## config.mk

```make
export PLATFORM = sky130hd
export DESIGN_NAME = exu_mul_pipe
export DESIGN_NICKNAME = d
export VERILOG_FILES = /design/src/rtl/exu_mul_pipe.sv
export SDC_FILE = /design/constraint.sdc
export NUM_CORES = 2
export LEC_CHECK = 0
export ABC_AREA = 1
export CAP_MARGIN = 20
export CORE_AREA = 2 2 325 327
export DETAILED_ROUTE_END_ITERATION = 7
export DIE_AREA = 0 0 327 329
export GPL_TIMING_DRIVEN = 0
export PLACE_DENSITY_LB_ADDON = 0.05
export SETUP_SLACK_MARGIN = 0.1
export SLEW_MARGIN = 15
export SYNTH_ARGS = -nofsm -noshare
export SYNTH_HDL_FRONTEND = slang
export SYNTH_SLANG_ARGS = --single-unit
```

## constraint.sdc

```tcl
create_clock -name clk -period 11.8 [get_ports clk]
set_input_delay 1.18 -clock clk [delete_from_list [all_inputs] [get_ports clk]]
set_output_delay 1.18 -clock clk [all_outputs]
set_load 0.01 [all_outputs]
```

## src/rtl/exu_mul_pipe.sv

```systemverilog
// exu_mul_pipe: fully pipelined XLEN x XLEN integer multiplier.
// One op per cycle under valid/ready, STAGES cycles of latency, in-order
// completion with backpressure, flush, and a passthrough tag.
// Optional: define EXU_MUL_PERF_CNT_EN to add the perf_mul_cnt output,
// a 32-bit count of accepted operations.
module exu_mul_pipe #(
  parameter int XLEN   = 32,
  parameter int STAGES = 3,
  parameter int TAG_W  = 6
) (
  input  logic             clk,
  input  logic             rst_n,
  input  logic             flush,
  input  logic             in_valid,
  output logic             in_ready,
  input  logic             mul_signed,
  input  logic             mul_low,
  input  logic [XLEN-1:0]  src0,
  input  logic [XLEN-1:0]  src1,
  input  logic [TAG_W-1:0] in_tag,
  output logic             out_valid,
  input  logic             out_ready,
  output logic [XLEN-1:0]  result,
  output logic [TAG_W-1:0] out_tag
`ifdef EXU_MUL_PERF_CNT_EN
  ,
  output logic [31:0]      perf_mul_cnt
`endif
);

  localparam int unsigned NS = STAGES;

  logic [STAGES-1:0] vld_q;
  logic [STAGES-1:0] adv;
  logic              accept;

  // Slot 0 holds the captured operands; later slots hold the selected half.
  logic              s0_sgn;
  logic              s0_low;
  logic [XLEN-1:0]   s0_a;
  logic [XLEN-1:0]   s0_b;
  logic [TAG_W-1:0]  tag_q [STAGES];

  logic [2*XLEN-1:0] a_ext;
  logic [2*XLEN-1:0] b_ext;
  logic [2*XLEN-1:0] prod;
  logic [XLEN-1:0]   s0_half;

  // Advance chain, resolved from the output slot back toward slot 0.
  always_comb begin
    int unsigned k;
    adv        = '0;
    adv[NS-1]  = vld_q[NS-1] & out_ready;
    for (int unsigned i = 1; i < NS; i++) begin
      k      = NS - 1 - i;
      adv[k] = vld_q[k] & (~vld_q[k+1] | adv[k+1]);
    end
  end

  assign in_ready  = ~vld_q[0] | adv[0];
  assign accept    = in_valid & in_ready & ~flush;
  assign out_valid = vld_q[NS-1];
  assign out_tag   = tag_q[NS-1];

  // Extending both operands to 2*XLEN makes the low 2*XLEN bits of an
  // unsigned multiply equal to the signed product when sign-extended.
  always_comb begin
    a_ext   = {{XLEN{s0_sgn & s0_a[XLEN-1]}}, s0_a};
    b_ext   = {{XLEN{s0_sgn & s0_b[XLEN-1]}}, s0_b};
    prod    = a_ext * b_ext;
    s0_half = s0_low ? prod[XLEN-1:0] : prod[2*XLEN-1:XLEN];
  end

  // Slot valid bits: flush wins over accept and advance.
  always_ff @(posedge clk or negedge rst_n) begin
    if (!rst_n) begin
      vld_q <= '0;
    end else if (flush) begin
      vld_q <= '0;
    end else begin
      vld_q[0] <= accept | (vld_q[0] & ~adv[0]);
      for (int unsigned k = 1; k < NS; k++) begin
        vld_q[k] <= adv[k-1] | (vld_q[k] & ~adv[k]);
      end
    end
  end

  // Operand capture into slot 0 and tag shift along the slots.
  always_ff @(posedge clk or negedge rst_n) begin
    if (!rst_n) begin
      s0_sgn <= 1'b0;
      s0_low <= 1'b0;
      s0_a   <= '0;
      s0_b   <= '0;
      for (int unsigned k = 0; k < NS; k++) begin
        tag_q[k] <= '0;
      end
    end else begin
      if (accept) begin
        s0_sgn   <= mul_signed;
        s0_low   <= mul_low;
        s0_a     <= src0;
        s0_b     <= src1;
        tag_q[0] <= in_tag;
      end
      for (int unsigned k = 1; k < NS; k++) begin
        if (adv[k-1]) tag_q[k] <= tag_q[k-1];
      end
    end
  end

  generate
    if (STAGES == 1) begin : g_one
      // Single stage: the product is formed directly from the held operands.
      assign result = s0_half;
    end else begin : g_multi
      logic [XLEN-1:0] res_q [1:STAGES-1];

      // Product half registered leaving slot 0, then shifted to the output.
      always_ff @(posedge clk or negedge rst_n) begin
        if (!rst_n) begin
          for (int unsigned k = 1; k < NS; k++) begin
            res_q[k] <= '0;
          end
        end else begin
          if (adv[0]) res_q[1] <= s0_half;
          for (int unsigned k = 2; k < NS; k++) begin
            if (adv[k-1]) res_q[k] <= res_q[k-1];
          end
        end
      end

      assign result = res_q[STAGES-1];
    end
  endgenerate

`ifdef EXU_MUL_PERF_CNT_EN
  // Accepted-operation counter; wraps naturally at 32 bits.
  always_ff @(posedge clk or negedge rst_n) begin
    if (!rst_n) begin
      perf_mul_cnt <= '0;
    end else if (accept) begin
      perf_mul_cnt <= perf_mul_cnt + 32'd1;
    end
  end
`else
  // No performance counter in this build.
`endif

endmodule
```

==> run metrics <==
vias in the first global route=39.8k; Site Rows=119; WL per Instance=27.1 um; Placed Area=49,600 um^2; largest net degree at the start of global routing=87; most common cell after layout, fill and taps aside=inv_1; most used cell, CP=inv_1; share of cells above drive strength 1=4.88%; postcts setup bufs=0; Final ANT Viol Nets=0; CTS Sinks=151; first-pass GRT wire length=284,000 um; sequential share of the synthesized area=8.12%; post-CTS sizing=0; Area growth syn-to-layout=8.09%; initial drt markers=3,437; Fill cells=10.7k; total global routing track utilization=37.8%; min-delay src=g_multi.res_q[40]$_DFFE_PN0P_; register area=3780 um^2; flop-to-flop setup slack=0.98 ns; final core occ=48.2%; Worst Tran Pin Value=1.32 ns; Worst path max stage delay=0.99 ns; clk_lat worst skew=0.51 ns; Clock Skew=0.0299 ns; XOR/XNOR Fraction of Synth Area=0.188%; hold path depth=2; clk slew on worst S/H paths=0.08 ns; final setup vio count=0; Max Cap Viol=0; H-Tree Depth=4; slew margin rel.=12.3%; I/O Pins=117; cell taking the most area after synthesis=fa_1; CTS max path bufs=2; path type of the worst setup path=reg -> reg; yosys warns=0; TritonCTS Buffers=17; worst reg2reg path startpoint=s0_a[31]$_DFFE_PN0P_; ys async rst share=100%; antenna violations before repair=11; Clock Tree Root=clkbuf_16; Min-Delay Path Class=reg -> reg; Mean Syn Cell Area=8.16 um^2; Worst setup EP type=flip-flop; die width=327 um; Starting Density=44.6%; worst reg2reg path depth=31; mux share of post-synthesis cell area=2.01%; Syn Nets=7,113; Max Clk Rate=92.4 MHz; via density per instance=5.21; gr ovfl total=0; Final Critical Period=10.82 ns; Post-Synthesis Cells=5,699; Most used DFF post-synth=dfrtp_1; period utilization=91.7%; top area cells in the synthesized netlist=fa_1 (48%), inv_1 (14%), nand2_1 (12%); die height=329 um; Post-Synth Adder-Cell Area=54.1%; Post-Synth Simple-Gate Area=16.1%; Layout Nets=7,262; status=finished clean; DRT Pass-1 Iters=5; most frequent cells in the layout=inv_1 (1,676), nand2_1 (1,472), fa_1 (1,124); Yosys reg bits=151; CP max-delay cell=fa_1; RSZ-0062 raised after global routing=no; Buffers on Ports=116; max-slew violations=0; die area=108,000 um^2; total number of vias=37.8k; worst-path maximum fanout=10; crit start category=flip-flop; Synth top area share=48.4%; CTS tree=built; synthesized cell area=46,500 um^2; reg-to-reg endpoint=g_multi.res_q[54]$_DFFE_PN0P_; area of the multi-input gates=35,000 um^2; Fin. Hold Viols=0; post-route cell area=50,300 um^2; area fraction in compound gates after synthesis=2.92%; hold buffers post-CTS=0; Critical Path AT=11.24 ns; core area=104,000 um^2; final WL=197,000 um; TNS Setup=0 ns; RePlAce Congestion=1.02; DRC=0; HPWL after DPL=168,000 um; Worst Hold End=g_multi.res_q[40]$_DFFE_PN0P_; post-synth cell types=40; Req. time, crit path=12.22 ns; EDFF count, synth=0; largest family of logic cells by synthesized area=adder cells
## how the worst max path moves through the flow
stage / startpoint / end / slack (ns) / cells past startpoint
global placement: s0_a[31]$_DFFE_PN0P_ / g_multi.res_q[54]$_DFFE_PN0P_ / 1.15 / 31
finish: s0_a[31]$_DFFE_PN0P_ / g_multi.res_q[54]$_DFFE_PN0P_ / 0.98 / 31
floorplan: s0_a[31]$_DFFE_PN0P_ / g_multi.res_q[54]$_DFFE_PN0P_ / 4.34 / 32
detailed placement: s0_a[31]$_DFFE_PN0P_ / g_multi.res_q[54]$_DFFE_PN0P_ / 1.24 / 31
CTS: s0_a[31]$_DFFE_PN0P_ / g_multi.res_q[54]$_DFFE_PN0P_ / 1.16 / 31
global route: s0_a[31]$_DFFE_PN0P_ / g_multi.res_q[54]$_DFFE_PN0P_ / 0.74 / 31
## worst max-delay path: cells and delay by family, from the launching register on
family | cells | cell delay, ns
flip-flops | 1 | 0.32
AND/OR/NAND/NOR | 10 | 2.20
adder cells (fa/ha/maj) | 9 | 5.04
buffers and inverters | 11 | 2.97
AO/OA/AOI/OAI | 1 | 0.19
## cell type report
cell class                      count  area share [%]
Antenna cell                        3          0.0149
Buffer                            327            2.81
Clock buffer                       17           0.846
Clock inverter                     15           0.383
Inverter                         1681            12.5
Multi-Input combinational cell   3540            69.7
Sequential cell                   151            7.52
Tap cell                         1391            3.46
Timing Repair Buffer              130            2.74
## per-stage QoR
step                      hold slack [ns]  setup slack [ns]  instances
final                               0.481             0.980       7255
after floorplan                     0.445              4.34       5699
after global placement              0.465              1.15       7206
after detailed placement            0.467              1.24       7216
after global routing                0.502             0.736       7252
after CTS                           0.486              1.16       7248
## cell families (layout without fill, tap and decap cells)
| logic type | Yosys count | count (layout) |
|---|---|---|
| buffers and inverters | 2008 | 2170 |
| multiplexers | 83 | 83 |
| AO/OA/AOI/OAI | 241 | 241 |
| adder cells (fa/ha/maj) | 1337 | 1337 |
| other | 0 | 3 |
| AND/OR/NAND/NOR | 1869 | 1869 |
| flip-flops | 151 | 151 |
| XOR/XNOR | 10 | 10 |
## flip-flops by register name, indices dropped and copies added (netlist names)
register and cells:
g_multi.res_q 32, result 32, s0_a 32, s0_b 32, tag_q 12, out_tag 6, vld_q 3, s0_low 1
s0_sgn 1
## layer usage
metal  wire length (um)  global-route usage, %  share of wire [%]  vias to the layer above
li1                   -                      -                  -                    16200
met4              11200                   17.6                5.7                        8
met3              15800                   6.87                8.0                      350
met2              89000                   59.7                 45                     1656
met1              80700                   51.0                 41                    19600
met5                 46                      0              0.023                        -
## cell usage after synthesis, types with 2 or more instances
master    number
nor2_2        16
nor4_1         3
ha_1         212
a21oi_1      125
a21oi_4        3
nand4_1       20
nand3b_1       6
xnor2_1        5
o21bai_1      11
a31oi_1        2
nand3_2       12
nand3_1       93
a21oi_2       16
buf_2         14
xor2_1         5
fa_1        1125
o21ai_0       64
inv_1       1676
clkbuf_1     265
a21o_1         3
dfrtp_1      151
nor2_1       208
buf_1          8
o21ai_1       13
buf_4         39
nand2_4        4
mux2_2        83
nand2_2       13
nor2_4         5
inv_2          5
nor3_2         3
nor3_1         4
or2_2          9
nand2_1     1472
Power is not shown: default switching activity piles up to over one toggle a cycle in this logic, so the estimate is an artifact.
